===== config.mk =====
export PLATFORM = sky130hd
export DESIGN_NAME = seq_multiplier
export DESIGN_NICKNAME = d
export VERILOG_FILES = /design/src/rtl/alu_pkg.sv /design/src/rtl/mul_addshift_dp.sv /design/src/rtl/seq_multiplier.sv
export SDC_FILE = /design/constraint.sdc
export NUM_CORES = 1
export LEC_CHECK = 0
export CORE_ASPECT_RATIO = 1.1
export CORE_MARGIN = 5
export CORE_UTILIZATION = 30
export DETAILED_ROUTE_END_ITERATION = 12
export PLACE_DENSITY = 0.46
export RECOVER_POWER = 25
export SYNTH_ARGS = -nofsm -noshare
export SYNTH_HDL_FRONTEND = slang
export SYNTH_SLANG_ARGS = --single-unit

===== constraint.sdc =====
create_clock -name clk -period 3.6 [get_ports clk]
set_input_delay 0.36 -clock clk [delete_from_list [all_inputs] [get_ports clk]]
set_output_delay 0.36 -clock clk [all_outputs]
set_load 0.1 [all_outputs]

===== src/rtl/alu_pkg.sv =====
// Shared ALU definitions: multiplier FSM encoding and counter sizing helper.
package alu_pkg;

  typedef enum logic [1:0] {
    MUL_IDLE = 2'd0,
    MUL_CALC = 2'd1,
    MUL_FIX  = 2'd2,
    MUL_DONE = 2'd3
  } mul_state_t;

  // Width needed to count 0..n inclusive.
  function automatic int cnt_width(input int n);
    return $clog2(n + 1);
  endfunction

endpackage


===== src/rtl/mul_addshift_dp.sv =====
// Radix-2 shift-add datapath: unsigned magnitudes in, 2N-bit unsigned accumulator out.
module mul_addshift_dp #(
  parameter int N = 16
) (
  input  logic           clk,
  input  logic           rst,
  input  logic           load,
  input  logic           step,
  input  logic [N-1:0]   a_mag,
  input  logic [N-1:0]   b_mag,
  output logic [2*N-1:0] acc
);

  logic [2*N-1:0] acc_r;
  logic [2*N-1:0] mcand_r;
  logic [N-1:0]   mplier_r;

  // Load clears the accumulator; each step adds the shifted multiplicand when the multiplier LSB is set.
  always_ff @(posedge clk or negedge rst) begin
    if (!rst) begin
      acc_r    <= '0;
      mcand_r  <= '0;
      mplier_r <= '0;
    end else if (load) begin
      acc_r    <= '0;
      mcand_r  <= {{N{1'b0}}, a_mag};
      mplier_r <= b_mag;
    end else if (step) begin
      if (mplier_r[0]) begin
        acc_r <= acc_r + mcand_r;
      end else begin
        acc_r <= acc_r;
      end
      mcand_r  <= mcand_r << 1;
      mplier_r <= mplier_r >> 1;
    end else begin
      acc_r    <= acc_r;
      mcand_r  <= mcand_r;
      mplier_r <= mplier_r;
    end
  end

  assign acc = acc_r;

endmodule


===== src/rtl/seq_multiplier.sv =====
// Iterative N x N multiplier with start/busy/done handshake, signed/unsigned modes and overflow flag.
module seq_multiplier
  import alu_pkg::*;
#(
  parameter int N          = 16,
  parameter bit EARLY_ZERO = 1'b1
) (
  input  logic           clk,
  input  logic           rst,
  input  logic           start,
  input  logic           signed_mode,
  input  logic [N-1:0]   a_in,
  input  logic [N-1:0]   b_in,
  output logic           busy,
  output logic           done,
  output logic [2*N-1:0] product,
  output logic [N-1:0]   out,
  output logic           overflow
);

  localparam int             CNT_W    = cnt_width(N);
  localparam logic [CNT_W-1:0] ONE_CNT  = CNT_W'(1);
  localparam logic [CNT_W-1:0] LAST_CNT = CNT_W'(N - 1);
  localparam logic [N-1:0]     ONE_N    = {{(N-1){1'b0}}, 1'b1};
  localparam logic [2*N-1:0]   ONE_2N   = {{(2*N-1){1'b0}}, 1'b1};

  mul_state_t       state_r;
  logic [CNT_W-1:0] cnt_r;
  logic             sign_r;
  logic             smode_r;
  logic             busy_r;
  logic             done_r;
  logic [2*N-1:0]   product_r;
  logic [N-1:0]     out_r;
  logic             overflow_r;

  logic             accept_s;
  logic             zero_s;
  logic             sign_s;
  logic [N-1:0]     a_mag_s;
  logic [N-1:0]     b_mag_s;
  logic [2*N-1:0]   acc_s;
  logic [2*N-1:0]   prod_s;
  logic             ovf_s;

  // Operand magnitudes; the most negative value wraps to 2^(N-1), which is its correct unsigned magnitude.
  always_comb begin
    a_mag_s  = a_in;
    b_mag_s  = b_in;
    if (signed_mode && a_in[N-1]) begin
      a_mag_s = ~a_in + ONE_N;
    end else begin
      a_mag_s = a_in;
    end
    if (signed_mode && b_in[N-1]) begin
      b_mag_s = ~b_in + ONE_N;
    end else begin
      b_mag_s = b_in;
    end
    sign_s   = signed_mode & (a_in[N-1] ^ b_in[N-1]);
    zero_s   = (a_in == '0) || (b_in == '0);
    accept_s = start && ((state_r == MUL_IDLE) || (state_r == MUL_DONE));
  end

  // Sign restore and range check on the finished accumulator.
  always_comb begin
    prod_s = acc_s;
    ovf_s  = 1'b0;
    if (sign_r) begin
      prod_s = ~acc_s + ONE_2N;
    end else begin
      prod_s = acc_s;
    end
    if (smode_r) begin
      ovf_s = !((&prod_s[2*N-1:N-1]) || !(|prod_s[2*N-1:N-1]));
    end else begin
      ovf_s = |prod_s[2*N-1:N];
    end
  end

  mul_addshift_dp #(.N(N)) u_dp (
    .clk   (clk),
    .rst   (rst),
    .load  (accept_s),
    .step  (state_r == MUL_CALC),
    .a_mag (a_mag_s),
    .b_mag (b_mag_s),
    .acc   (acc_s)
  );

  // Control FSM with registered handshake and result outputs; a zero operand skips straight to FIX.
  always_ff @(posedge clk or negedge rst) begin
    if (!rst) begin
      state_r    <= MUL_IDLE;
      cnt_r      <= '0;
      sign_r     <= 1'b0;
      smode_r    <= 1'b0;
      busy_r     <= 1'b0;
      done_r     <= 1'b0;
      product_r  <= '0;
      out_r      <= '0;
      overflow_r <= 1'b0;
    end else begin
      case (state_r)
        MUL_IDLE, MUL_DONE: begin
          done_r <= 1'b0;
          if (accept_s) begin
            sign_r  <= sign_s;
            smode_r <= signed_mode;
            cnt_r   <= '0;
            busy_r  <= 1'b1;
            if (EARLY_ZERO && zero_s) begin
              state_r <= MUL_FIX;
            end else begin
              state_r <= MUL_CALC;
            end
          end else begin
            state_r <= MUL_IDLE;
          end
        end
        MUL_CALC: begin
          cnt_r <= cnt_r + ONE_CNT;
          if (cnt_r == LAST_CNT) begin
            state_r <= MUL_FIX;
          end else begin
            state_r <= MUL_CALC;
          end
        end
        MUL_FIX: begin
          product_r  <= prod_s;
          out_r      <= prod_s[N-1:0];
          overflow_r <= ovf_s;
          busy_r     <= 1'b0;
          done_r     <= 1'b1;
          state_r    <= MUL_DONE;
        end
        default: begin
          state_r <= MUL_IDLE;
          busy_r  <= 1'b0;
          done_r  <= 1'b0;
        end
      endcase
    end
  end

  assign busy     = busy_r;
  assign done     = done_r;
  assign product  = product_r;
  assign out      = out_r;
  assign overflow = overflow_r;

endmodule

After elaboration in Yosys (flattened, before gate mapping)
Cells that the tools add are included.

Equal/unequal tests: 5. Reductions and logical operators: 23. Mux-type cells: 20. Add/sub/neg operators: 5. Bitwise logic cells: 5.

Operators by type and width (count): 2-to-1 mux 32 bit (6); 2-to-1 mux 16 bit (4); adder 16 x 1 -> 16 bit (second input constant) (2); adder 32 x 1 -> 32 bit (second input constant) (1); adder 32 bit (1); zero test 16 bit (2); inverter 16 bit (2); inverter 32 bit (1); AND reduction 17 bit (1); OR reduction 17 bit (1); OR reduction 16 bit (1); case mux 5 bit (2 select lines) (1); AND reduction 2 bit (4); nonzero test 2 bit (4); 2-to-1 mux 2 bit (3); case mux 2 bit (3 select lines) (1); adder 5 x 1 -> 5 bit (second input constant) (1); equality test 5 x 4 -> 1 bit (second input constant) (1); 2-to-1 mux 5 bit (1); equality test 2 bit (second input constant) (2); case mux 1 bit (2 select lines) (2); logical AND 1 bit (3); logical OR 1 bit (3); equality test 2 x 1 -> 1 bit (second input constant) (1); 7 further kinds (9).

Bits in registers: 140. Output and inout port bits: 51. Bits of input ports: 36. Word-level logic and storage cells: 70.

Logic depth before layout (Yosys ltp)
Gate-level depths: netlist of the first run.

Depth in word-level cells: 8. Mapped depth: 12.

Cells and area by module
A second synthesis of the first run with hierarchy kept.

Cells, all modules: 980. Area total of the unflattened synthesis: 8579.5 um^2.

Modules (own cells, without submodules): mul_addshift_dp (times used 1, cells each 528, area each 4898.4 um^2, seq. area each 2001.9 um^2); seq_multiplier (times used 1, cells each 452, area each 3681.0 um^2, seq. area each 1101.1 um^2).

Least setup slack after synthesis of the first run
OpenSTA, ideal clock, no wires.

Path type: flip-flop to flip-flop. Start point: register u_dp.acc_r[1], in the netlist u_dp.acc[1]. End point: register overflow_r, in the netlist overflow. Period minus slack after synthesis: 3.390 ns. Arrival: 3.262 ns. Slack: 0.210 ns. Required time: 3.472 ns. Stages on the path, launching flop included: 13. Setup time: 0.128 ns. Cell sequence: dfrtp_1 > inv_1 > ha_1 > or3b_2 > or4_1 > clkbuf_1 > or4_4 > or4_1 > nor3b_1 > a21oi_1 > o22ai_1 > o2bb2ai_1 > a21oi_1.

Cells in the longest elaborated chain, start to end: 8. Elaborated cells between the ends (all ways): 10. Classes of those cells: add/sub (1); mux (2); bitwise (1); reduce/logical (6).

Ends and longest elaborated chain: from (decl) (line mul_addshift_dp.sv:14) `logic [2*N-1:0] acc_r;`; from (signal assigned) (line mul_addshift_dp.sv:30) `acc_r <= acc_r + mcand_r;`; from (signal assigned) (line mul_addshift_dp.sv:32) `acc_r <= acc_r;`; from (signal assigned) (line mul_addshift_dp.sv:37) `acc_r <= acc_r;`; inverter 32 bit * (line seq_multiplier.sv:70) `prod_s = ~acc_s + ONE_2N;`; adder 32 x 1 -> 32 bit * (line seq_multiplier.sv:70); 2-to-1 mux 32 bit * (line seq_multiplier.sv:69) `if (sign_r) begin`; OR reduction 17 bit (line seq_multiplier.sv:75) `ovf_s = !((&prod_s[2*N-1:N-1]) || !(|prod_s[2*N-1:N-1]));`; zero test 1 bit (line seq_multiplier.sv:75); logical OR 1 bit (line seq_multiplier.sv:75); zero test 1 bit (line seq_multiplier.sv:75); 2-to-1 mux 1 bit * (line seq_multiplier.sv:74) `if (smode_r) begin`; to (signal assigned) (line seq_multiplier.sv:132) `overflow_r <= ovf_s;`; to (decl) (line seq_multiplier.sv:35) `logic overflow_r;`.

Every way passes the cells marked *; elsewhere a longest branch is shown, timed or not. A chain may end at the register's enable or synchronous reset.

Worst setup path after layout of the first run
Start point: register u_dp.acc_r[0], in the netlist u_dp.acc[0]. End point: register overflow_r, in the netlist overflow.

The elaborated chain is that of the path after synthesis.

==> results of run 1 <==
logic make-up after synthesis:
logic type               after synthesis  share of synthesized area
AND/OR/NAND/NOR                      288                      0.163
AO/OA/AOI/OAI                        257                      0.193
flip-flops                           124                      0.380
buffers and inverters                 86                     0.0480
XOR/XNOR                              80                     0.0859
multiplexers                          54                     0.0669
adder cells (fa/ha/maj)               40                     0.0623
area by class of cell:
class | instances | area [um2]
Sequential cell | 124 | 3100
Inverter | 20 | 75.1
Multi-Input combinational cell | 719 | 4680
Clock buffer | 21 | 460
Tap cell | 357 | 447
Timing Repair Buffer | 110 | 1050
Clock inverter | 11 | 95.1
Fill cell | 2764 | 17000
final timing paths:
check                            start               end  slack [ns]  cells past startpoint
max                        u_dp.acc[0]          overflow        0.14                     11
min reg2reg                product[20]       product[20]        0.49                      1
min                                rst       product[25]        0.26                      1
max in group asynchronous          rst  u_dp.mcand_r[11]        0.86                      2
max reg2reg                u_dp.acc[0]          overflow        0.14                     11
min in group clk           product[20]       product[20]        0.49                      1
what timing repair did:
action                                 CTS  global route
gates resized for setup                  0             1
endpoints found under the hold margin    0             0
setup endpoints to repair                0             1
buffers inserted                         0             0
sequential cells by signal, indices dropped and copies added, names as in the netlist:
name           count
u_dp.mplier_r     16
product           32
sign_r             1
u_dp.mcand_r      32
overflow           1
state_r            2
done               1
u_dp.acc          32
cnt_r              5
busy               1
smode_r            1
layer usage:
metal	global-route usage	up-vias	routed length (um)
met5	0	-	0
met4	0.0364	0	186
met1	0.183	3128	10000
met3	0.0237	9	966
li1	-	3431	-
met2	0.219	121	9130
synth_stat cells (3+ instances only):
master and n:
clkbuf_1 41, ha_1 39, buf_4 16, xnor2_1 31, or3_1 5, o31a_1 3, nor3b_1 3, or4_1 10
a22o_1 6, or2_2 6, nand2b_1 6, a211oi_1 9, mux2i_1 50, nor2b_1 4, and2_1 8, buf_1 7
o21ai_0 66, a21oi_1 96, xor2_1 49, dfrtp_1 124, a2111oi_0 3, inv_1 20, nor2_1 80, mux2_2 4
a31oi_1 5, and3_1 5, o31ai_1 14, nand3_1 19, a21o_1 21, nand4_1 4, nor4_1 6, nor3_1 13
nand2_1 108, o21a_1 3, o41ai_1 5, nand3b_1 5, o22ai_1 5
power by group through the flow:
stage | combinational [mW] | sequential, mW | clock (mW)
floorplan | 2.57 | 2.35 | 0
global placement | 3.72 | 2.14 | 0
detailed placement | 3.72 | 2.14 | 0
CTS | 3.73 | 2.12 | 1.67
global route | 4.10 | 2.18 | 1.73
finish | 3.69 | 2.11 | 1.61
metrics by stage:
stage / setup slack, ns / util / area, um2 / power, mW
final: 0.143 / 0.368 / 9900 / 7.41
after global placement: 0.117 / 0.348 / 9360 / 5.86
after global routing: 0.00257 / 0.368 / 9900 / 8.01
after CTS: 0.0624 / 0.369 / 9920 / 7.51
after detailed placement: 0.0808 / 0.348 / 9360 / 5.86
after floorplan: 0.210 / - / 8160 / 4.92
==> results.md, run 1 <==
* Cells along the critical path: inv_1, ha_1, or3b_2, or4_1, or4_4, o31ai_1, xor2_1, nor4_1, nand3_1, nor4_2, a21oi_1
* Final cell count without fillers at 1362
* Share of total power in the clock network at 0.218
* Cell row count at 63
* All-Layer GR Usage at 0.134
* Required time worst endpoint at 3.89 ns
* Synthesized instance count at 929
* Count of cell types in the netlist at 61
* DRC viols at 0
* Post-synth EDFFs at 0
* Htree depth at 4
* DRT Pass-1 Iters at 4
* Port bufs at 86
* Net Count, Synth at 1005
* First-pass GRT wire length at 34000 um
* Die Area at 30600 um2
* Share of layout cells above drive strength 1 at 0.0776
* Post-layout nets at 1068
* Part of the power in registers at 0.285
* FMAX at 0.289 GHz
* CP arrival at 3.75 ns
* WP buf/inv at 1
* Per-cell routed wire length at 14.9 um
* Unrepaired setup endpoints after global routing: false
* TritonCTS clock tree: yes
* Sink Count at 124
* Tcrit/Tclk final at 0.960
* Hold Fails Final Rpt at 0
* Total number of vias at 6689
* Placer Congestion at 0.798
* Commonest cells after routing, fill and taps aside: dfrtp_1 (124), nand2_1 (108), a21oi_1 (96), clkdlybuf4s50_1 (85), nor2_1 (80)
* CTS max path bufs at 2
* Dpl cells at 1330
* Top cell type's share of synthesized area at 0.380
* Initial Util at 0.304
* Fin Hold WS at 0.265 ns
* Core ar. at 26900 um2
* Max stage delay cell, worst path: or4_4
* Failing checks: capacitance limit, slew limit
* Slowest stage delay, CP at 0.59 ns
* Pwr/cell area at 748 nW/um2
* CP Class: reg2reg
* Flip-flop and latch count after synthesis at 124
* Total gr overflow at 0
* Final min period at 3.46 ns
* IO Pins at 87
* Vias in the first global route at 6652
* Largest net degree at the start of global routing at 75
* Clock slew seen by the registers of the worst setup and hold paths at 0.06 ns
* Cell Int Power at 4.13 mW
* Gate power share at 0.497
* Area contributors post-synth: dfrtp_1 (38%), mux2i_1 (6.1%), ha_1 (6.0%)
* Die height at 183 um
* Startpoint Class: flop
* CTS Hold Bufs at 0
* ANT nets after route at 0
* Area delta synth->final at 21.4%
* VDD IR max at 266 uV
* Worst-margin pin slew at 1.83 ns
* Initial drt markers at 419
* Post-synth ARST share at 1.00
* Setup TNS at 0 ns
* Lkg Pwr at 4.49 nW
* Post-Syn Area at 8160 um2
* Switching Share at 0.443
* NetSw at 3.28 mW
* Status: finished, violations left
* Antenna Cells at 0
* Worst slew margin at -0.218
* WL final at 20300 um
* CP delay by family, top: simple AND/OR/NAND/NOR gates
* Yosys top cell by area: dfrtp_1
* Primary FF master, synth: dfrtp_1
* Final number of setup-violating endpoints at 0
* Hold Crit Class: in2async
* Number of max-cap violations at 1
* Vias per inst at 4.91
* Critical Path Fanout Max at 6
* Post-DP HPWL at 15200 um
* Die X at 167 um
* Synthesized area per cell at 8.78 um2
* CTS Buf Count at 17
* Final Skew at 0.0108 ns
* Crit. End Element: flop
* Initial antenna violation count at 0
* Synthesis Warnings at 0
* Latest clock arrival within the worst-skew pair at 0.41 ns
* CTS root buffer: clkbuf_16
* Seq/Total Area, Yosys at 0.380
* Most common cell after layout, fill and taps aside: dfrtp_1
* Max-slew violations at 71
(Power assumes the default switching activity.)
==> run 2, diff against run 1 <==
--- a/config.mk
+++ b/config.mk
@@ -7,10 +7,11 @@
 export LEC_CHECK = 0
 export CORE_ASPECT_RATIO = 1.1
 export CORE_MARGIN = 5
-export CORE_UTILIZATION = 30
+export CORE_UTILIZATION = 52
 export DETAILED_ROUTE_END_ITERATION = 12
-export PLACE_DENSITY = 0.46
+export PLACE_DENSITY = 0.77
 export RECOVER_POWER = 25
+export SETUP_SLACK_MARGIN = 0.1
 export SYNTH_ARGS = -nofsm -noshare
 export SYNTH_HDL_FRONTEND = slang
 export SYNTH_SLANG_ARGS = --single-unit
==> run 2 against run 1 <==
  * The flow still finishes with violations (capacitance limit, slew limit)
  * Routed wire length decreased by 9.3%
  * Non-clock buffer count is 5 lower
  * Sequential share of layout area rose by 0.30 points
  * Die area shrank 40%
  * Clock-buffer cell count is 5 higher
  * Clock power increased by 8%
  * First-iteration DRC count up 26%
  * Hold slack improved by 0.22 ns
  * Total power rose by 3.2%
  * Clock skew shrank 0.0027 ns
  * Final cell count down 12%
  * Largest power group unchanged
  * Via count up 2.2%
==> results.md, run 2 (same netlist as run 1, synthesis figures left out) <==
* Largest net degree at the start of global routing at 78 (+4.0%)
* DRT Pass-1 Iters at 5 (+1)
* Dpl ws at 0.0804 ns (-0.000411 ns)
* Sink Count at 124 (unchanged)
* Area delta synth->final at 20.3%
* CTS Buf Count at 17 (unchanged)
* Initial Util at 0.525 (+0.221)
* Htree depth at 4 (unchanged)
* Lkg Pwr at 4.51 nW (+0.53%)
* Core ar. at 15600 um2 (-42%)
* CTS max path bufs at 2 (unchanged)
* CP Class: reg2reg
* Startpoint Class: flop
* Max stage delay cell, worst path: or4_1
* Crit. End Element: flop
* Unrepaired setup endpoints after global routing: false
* Latest clock arrival within the worst-skew pair at 0.42 ns (about the same)
* Setup TNS at 0 ns (unchanged)
* Commonest cells after routing, fill and taps aside: dfrtp_1 (123), nand2_1 (108), a21oi_1 (96), clkdlybuf4s50_1 (85), nor2_1 (80)
* CP delay by family, top: simple AND/OR/NAND/NOR gates
* Final Power at 7.65 mW (+3.2%)
* Total number of vias at 6836 (+2.2%)
* Clock slew seen by the registers of the worst setup and hold paths at 0.05 ns (about the same)
* Vias per inst at 5.70 (+16%)
* WL final at 18400 um (-9.3%)
* Post-DP HPWL at 13100 um (-14%)
* Initial antenna violation count at 0 (unchanged)
* Hold Crit Class: reg2reg
* Multi-input gate area at 4740 um2 (+1.4%)
* Fin Hold WS at 0.489 ns (+0.225 ns)
* ANT nets after route at 0 (unchanged)
* VDD IR max at 453 uV (+70%)
* First-pass GRT wire length at 31100 um (-8.4%)
* Worst slew margin at -0.729 (-0.511)
* Number of fill cells at 1332 (-52%)
* Final WS setup at 0.170 ns (+0.0262 ns)
* All-Layer GR Usage at 0.209 (+0.0757)
* CP arrival at 3.73 ns (-0.02 ns)
* Critical Path Fanout Max at 6 (unchanged)
* Antenna Cells at 0 (unchanged)
* Pwr/cell area at 779 nW/um2 (+4.1%)
* IO Pins at 87 (unchanged)
* Total gr overflow at 0 (unchanged)
* FMAX at 0.292 GHz (+0.76%)
* TritonCTS clock tree: yes
* Share of layout cells above drive strength 1 at 0.0811 (+0.00347)
* Port bufs at 86 (unchanged)
* Vias in the first global route at 6501 (-2.3%)
* Number of max-cap violations at 1 (unchanged)
* Max-slew violations at 48 (-32%)
* DRC viols at 0 (unchanged)
* Required time worst endpoint at 3.90 ns (about the same)
* Worst-margin pin slew at 2.59 ns (+0.766 ns)
* Register area at 3100 um2 (about the same)
* Most common cell after layout, fill and taps aside: dfrtp_1
* Slowest stage delay, CP at 0.57 ns (-0.02 ns)
* WP buf/inv at 2 (+1)
* Die X at 129 um (-23%)
* CTS root buffer: clkbuf_16
* Die height at 141 um (-23%)
* Final core utilization at 0.631 (+0.263)
* Per-cell routed wire length at 15.4 um (+3.0%)
* Initial drt markers at 530 (+26%)
* Placer Congestion at 0.926 (+16%)
* Hold Fails Final Rpt at 0 (unchanged)
* Cell row count at 48 (-24%)
* Post-layout nets at 1063 (-0.47%)
* Final number of setup-violating endpoints at 0 (unchanged)
* Die Area at 18300 um2 (-40%)
* Failing checks: capacitance limit, slew limit
* Cells along the critical path: buf_4, or4_1, or4_4, or4_4, buf_4, o31ai_2, xor2_2, nand3_1, nor4_2, o2bb2ai_1, a21oi_1
* Status: finished, violations left
* Final min period at 3.43 ns (-0.0262 ns)
* Tcrit/Tclk final at 0.953 (-0.00729)
* Final Skew at 0.00808 ns (-0.00270 ns)
## run 2: changes by cell type in the layout (fill, tap and decap cells not counted), moves of 2 or more
cell | before | now
buf_4 | 22 | 16
clkbuf_8 | 2 | 8
clkinvlp_4 | 6 | 1
or4_1 | 10 | 7
or4_4 | 2 | 5
clkbuf_2 | 2 | 0
clkinv_2 | 4 | 2
xor2_1 | 49 | 47
xor2_2 | 0 | 2
## run 2: per-stage QoR
stage	cells	area, um2
floorplan	929	8160
global placement	1162	9080
detailed placement	1162	9080
CTS	1195	9730
global route	1199	9820
finish	1199	9820
## run 2: worst register-to-register path, cell delays in order (launching register included)
cell and delay, ns:
dfrtp_1 0.37, buf_4 0.16, or4_1 0.57, or4_4 0.46, or4_4 0.48, buf_4 0.18, o31ai_2 0.30, xor2_2 0.28
nand3_1 0.13, nor4_2 0.18, o2bb2ai_1 0.14, a21oi_1 0.05
## run 2: where the power goes
part	total [mW]	switching, mW	internal [mW]
combinational	3.76	2.31	1.45
sequential	2.15	0.391	1.76
clock	1.74	0.583	1.16
## run 2: layout make-up
type / count / share of cell area
well taps: 200 / 0.0255
clock buffers: 26 / 0.0549
flip-flops and latches: 124 / 0.316
multi-input cells: 719 / 0.483
inverters: 20 / 0.00765
repair buffers: 105 / 0.104
clock inverters: 5 / 0.00790
## run 2: per-layer routing
layer  routed length, um  track usage  part of all wire
met3                1060       0.0441             0.058
met5                   0            0                 0
met2                8880        0.346              0.48
met4                 289       0.0717             0.016
met1                8180        0.274              0.44
## run 2: path summary, 6_finish.rpt
check,from,endpoint,slack (ns),cells after the start
min in group asynchronous,rst,u_dp.mplier_r[10],1.29,2
max in group asynchronous,rst,u_dp.mcand_r[30],0.82,2
max,u_dp.acc[1],overflow,0.17,11
max reg2reg,u_dp.acc[1],overflow,0.17,11
min,product[20],product[20],0.49,1
min reg2reg,product[20],product[20],0.49,1
## run 2: timing repair
item                       in CTS  in global routing
setup endpoints to repair       1                  2
buffers inserted                1                  4
resized for setup               3                 11
hold buffers                    1                  0
pin swaps                       1                  8
cloned                          0                  0
hold endpoints to repair       47                  0
==> run 3, diff against run 2 <==
--- a/config.mk
+++ b/config.mk
@@ -7,11 +7,13 @@
 export LEC_CHECK = 0
 export CORE_ASPECT_RATIO = 1.1
 export CORE_MARGIN = 5
-export CORE_UTILIZATION = 52
+export CORE_UTILIZATION = 59
 export DETAILED_ROUTE_END_ITERATION = 12
-export PLACE_DENSITY = 0.77
+export DONT_BUFFER_PORTS = 1
+export PLACE_DENSITY = 0.78
 export RECOVER_POWER = 25
 export SETUP_SLACK_MARGIN = 0.1
+export SKIP_CTS_REPAIR_TIMING = 1
 export SYNTH_ARGS = -nofsm -noshare
 export SYNTH_HDL_FRONTEND = slang
 export SYNTH_SLANG_ARGS = --single-unit
==> run 3 against run 2 <==
  * The run still ends with capacitance limit, slew limit left
  * Sequential share of layout area increased by 3.4 points
  * Routed wire length decreased by 5.2%
  * Largest power group unchanged
  * First-iteration DRC count decreased by 27%
  * Clock power decreased by 6%
  * Global-route usage increased by 1.5 points
  * Die area decreased by 11%
  * Non-clock buffer count decreased by 83
==> results.md, run 3 (same netlist as run 1, synthesis figures left out) <==
* Status: finished, violations left
* Failing checks: capacitance limit, slew limit
* Total gr overflow at 0 (unchanged)
* Worst Hold Launch: signed_mode
* Reg2reg end: overflow
* Number of max-cap violations at 1 (unchanged)
* CTS root buffer: clkbuf_16
* Latest clock arrival within the worst-skew pair at 0.42 ns (about the same)
* Final Skew at 0.00594 ns (-0.00213 ns)
* Most common cell after layout, fill and taps aside: nand2_1
* Die height at 133 um (-5.7%)
* Worst hold path stage count at 2 (+1)
* All-Layer GR Usage at 0.225 (+0.0154)
* Reg-to-Reg Start: u_dp.acc[0]
* Total number of vias at 6520 (-4.6%)
* Final cell count without fillers at 1104 (-7.9%)
* Critical Path Fanout Max at 6 (unchanged)
* Initial Util at 0.596 (+0.0718)
* Required time worst endpoint at 3.90 ns (about the same)
* Fin Hold WS at 0.0845 ns (-0.405 ns)
* CP arrival at 3.68 ns (-0.05 ns)
* Vias in the first global route at 6298 (-3.1%)
* Startpoint Class: flop
* Met1 Use GR at 0.293 (+0.0189)
* Largest net degree at the start of global routing at 125 (+60%)
* Clock slew seen by the registers of the worst setup and hold paths at 0.05 ns (about the same)
* TritonCTS clock tree: yes
* M2 GR Usage at 0.362 (+0.0160)
* Hold Path Sink: smode_r
* Final min period at 3.39 ns (-0.0448 ns)
* CP Class: reg2reg
* Lkg Pwr at 4.16 nW (-7.9%)
* R2R setup slack at 0.21 ns (+0.04 ns)
* Unrepaired setup endpoints after global routing: false
* Setup TNS at 0 ns (unchanged)
* Post-DP HPWL at 12200 um (-6.6%)
* Met3 Resource Use GR at 0.0611 (+0.0171)
* Tcrit/Tclk final at 0.940 (-0.0124)
* WL final at 17500 um (-5.2%)
* Placer Congestion at 0.898 (-3.0%)
* First-pass GRT wire length at 29800 um (-4.4%)
* Hold Crit Class: in2reg
* Placed Area at 8220 um2 (-9.5%)
* Sink Count at 124 (unchanged)
* Cell row count at 45 (-6.3%)
* Die X at 122 um (-5.6%)
* Share of layout cells above drive strength 1 at 0.105 (+0.0237)
* Commonest cells after routing, fill and taps aside: nand2_1 (108), dfrtp_1 (107), a21oi_1 (96), nor2_1 (80), o21ai_0 (64)
* Pwr/cell area at 827 nW/um2 (+6.2%)
* VDD IR max at 458 uV (+1.1%)
* Antenna Cells at 0 (unchanged)
* GRT busiest layer: met2
* Initial antenna violation count at 0 (unchanged)
* DRC viols at 0 (unchanged)
* Die Area at 16300 um2 (-11%)
* Design area at 8910 um2 (-9.2%)
* IO Pins at 87 (unchanged)
* Core ar. at 13700 um2 (-12%)
* Area delta synth->final at 9.20%
* Port bufs at 0 (-100%)
* CTS Buf Count at 17 (unchanged)
* Worst-margin pin slew at 1.68 ns (-0.909 ns)
* DRT Pass-1 Iters at 5 (unchanged)
* Crit. End Element: flop
* Post-layout nets at 980 (-7.8%)
* Reg2Reg Depth at 11 (unchanged)
* Dpl cells at 1065 (-8.3%)
* Per-cell routed wire length at 15.8 um (+3.0%)
* Worst slew margin at -0.123 (+0.606)
* Initial drt markers at 387 (-27%)
* ANT nets after route at 0 (unchanged)
* Max-slew violations at 125 (+160%)
* CTS max path bufs at 2 (unchanged)
* Final core utilization at 0.651 (+0.0203)
* Final number of setup-violating endpoints at 0 (unchanged)
* Htree depth at 4 (unchanged)
* Vias per inst at 5.91 (+3.6%)
* FMAX at 0.295 GHz (+1.3%)
* Hold Fails Final Rpt at 0 (unchanged)
run 3: changes by cell type in the layout (fill, tap and decap cells not counted), sizes merged:
cell	before	now
clkdlybuf4s50	85	0
clkbuf	27	24
clkinv	2	5
buf	18	20
run 3: stage by stage:
step,setup slack [ns],total power [mW]
finish,0.214,7.37
global route,0.0385,7.90
CTS,0.0105,7.17
detailed placement,0.0261,5.50
global placement,0.137,5.43
floorplan,0.210,4.92
run 3: metal layers:
| layer | vias to the layer above | share of wire |
|---|---|---|
| li1 | 3239 | - |
| met1 | 3064 | 0.44 |
| met2 | 192 | 0.47 |
| met3 | 25 | 0.070 |
| met4 | 0 | 0.019 |
| met5 | - | 0 |
run 3: worst max-delay path, cell delays in order, from the launching register on:
cell,delay [ns]
dfrtp_2,0.43
inv_1,0.07
ha_2,0.17
or3b_4,0.39
or4_4,0.51
or4_4,0.48
o31ai_4,0.20
xor2_1,0.31
nand4b_1,0.16
nor4_2,0.32
o2bb2ai_1,0.15
a21oi_1,0.06
run 3: worst max-delay path by stage:
stage / startpoint / end / slack [ns] / cells after the start
floorplan: u_dp.acc[1] / overflow / 0.21 / 12
global placement: u_dp.acc[0] / overflow / 0.14 / 11
detailed placement: u_dp.acc[0] / overflow / 0.03 / 11
CTS: u_dp.acc[0] / overflow / 0.01 / 11
global route: u_dp.acc[0] / overflow / 0.04 / 11
finish: u_dp.acc[0] / overflow / 0.21 / 11
run 3: final cells by class:
cell class                      count  area (um2)
Inverter                           20        75.1
Timing Repair Buffer               22         180
Fill cell                        1115        4770
Clock inverter                      8        92.6
Multi-Input combinational cell    719        4740
Tap cell                          188         235
Clock buffer                       23         468
Sequential cell                   124        3120
run 3: power by group:
group | internal (mW) | switching [mW] | leakage [nW]
sequential | 1.75 | 0.892 | 1.63
clock | 1.04 | 0.586 | 0.277
combinational | 1.35 | 1.76 | 2.25
total | 4.14 | 3.23 | 4.16
==> RTL change, RTL diff (config.mk and constraints of run 3) <==
`N` is set to 16 in 2 places; all go to 8.
--- a/src/rtl/mul_addshift_dp.sv
+++ b/src/rtl/mul_addshift_dp.sv
@@ -1,6 +1,6 @@
 // Radix-2 shift-add datapath: unsigned magnitudes in, 2N-bit unsigned accumulator out.
 module mul_addshift_dp #(
-  parameter int N = 16
+  parameter int N = 8
 ) (
   input  logic           clk,
   input  logic           rst,
--- a/src/rtl/seq_multiplier.sv
+++ b/src/rtl/seq_multiplier.sv
@@ -2,7 +2,7 @@
 module seq_multiplier
   import alu_pkg::*;
 #(
-  parameter int N          = 16,
+  parameter int N          = 8,
   parameter bit EARLY_ZERO = 1'b1
 ) (
   input  logic           clk,
Ports: changed (resized a_in, b_in, out and product); port bits go from 87 to 47. The function was not compared with the original's and may differ.
==> RTL change against run 3 <==
  * The run still ends with capacitance limit, slew limit left
  * Sequential cell count is 57 lower
  * Global-route usage is 1.1 points lower
  * Maximum frequency is 17% higher
  * Combinational power is 45% lower
  * Area after synthesis is 45% lower
  * Power is 43% lower
  * Via count is 44% lower
  * Setup slack better by 490 ps
  * Routed wire length is 46% lower
  * Design area is 48% lower
  * Highest routed layer unchanged
==> RTL change: results (changes against run 3) <==
[logic_synthesis]
syn_nets=554  ; was 1005
netlist_top_cells_count=dfrtp_1 (67), nand2_1 (52), nor2_1 (51)  ; was dfrtp_1 (124), nand2_1 (108), a21oi_1 (96)
ys_ff_latch=67  ; was 124
yosysSeqAreaShare_pct=37.6  ; was 38.0%
synth_area_leaders=dfrtp_1 (38%), mux2i_1 (6.7%), ha_1 (6.2%)  ; was dfrtp_1 (38%), mux2i_1 (6.1%), ha_1 (6.0%)

[sta]
tightest_slew_ps=1640  ; was 1680 ps
min_period_ps=2900  ; was 3390 ps
slew_violations=68  ; was 125
finClkSkew_ps=6.69  ; was 5.94 ps

[layout]
num-nonclk-buffers=5  ; was 22
nClkBuffers=12  ; was 23
fin_cells=581  ; was 1104
final-nonclk-buf-share_pct=0.815  ; was 2.02%
layout-drive-gt1-share_pct=6.07  ; was 10.5%
multi_input_area_share_pct=55.7  ; was 53.1%
multi_input_gates=394  ; was 719
fin_nets=533  ; was 980

[placement]
place.gp.congestion=0.934  ; was 0.898
placed_area_um2=4430  ; was 8220 um2
pre_cts_ws_ps=814  ; was 26.1 ps
dp_cells=564  ; was 1065

[power_and_ir_drop]
total_power_mw=4.23  ; was 7.37 mW
switching_power_mw=2.24  ; was 3.23 mW
p_leak_nw=2.10  ; was 4.16 nW
ir_drop_uv=301  ; was 458 uV

[global_routing]
track_usage_pct=21.4  ; was 22.5%
grt_use_met1_pct=27.3  ; was 29.3%
grt_pass1_vias=3506  ; was 6298

[setup_path]
reg2reg_setup_slack_ps=700  ; was 210 ps
cp.arrival_ps=3120  ; was 3680 ps
crit_fanout=7  ; was 6
cp_slowest_cell=a2111oi_0  ; was or4_4

[route]
wl_per_cell_um=16.3  ; was 15.8 um
wl_met3_um=619  ; was 1220 um
first_iter_violations=328  ; was 387
m1WireLength_um=4100  ; was 7680 um
vias=3642  ; was 6520

[flow_run]
cap_violations=1  ; unchanged

[cts]
numCtsBuffers=9  ; was 17
htreeDepth=3  ; was 4
clk_pin_slew_ps=70  ; was 50 ps
clk_latency_ps=340  ; was 420 ps

[run_status]
outcome=finished with violations  ; unchanged
violations=capacitance limit, slew limit  ; unchanged

==> RTL change: changes by cell type after synthesis, sizes merged, moves of 13 or more <==
cell,delta
xnor2,-22
nand2,-56
mux2i,-20
o21ai,-26
clkbuf,-16
dfrtp,-57
nand3,-13
a21o,-18
xor2,-25
nor2,-29
ha,-17
buf,-13
a21oi,-52
==> RTL change: cells by family (layout without fill, tap and decap cells) <==
logic type / after synthesis / count (layout) / synth area share [%]
compound gates: 134 / 134 / 18.3
xor+xnor: 33 / 33 / 6.48
fa+ha+maj: 23 / 23 / 6.62
buf+inv: 50 / 33 / 4.94
flops: 67 / 67 / 37.6
mux: 33 / 33 / 7.57
simple gates: 171 / 171 / 18.5
==> RTL change: worst max-delay path, delay by kind of cell, from the launching register on <==
family,cells,cell delay (ps)
flip-flops,1,450
AND/OR/NAND/NOR,1,170
AO/OA/AOI/OAI,4,1440
adder cells (fa/ha/maj),2,710
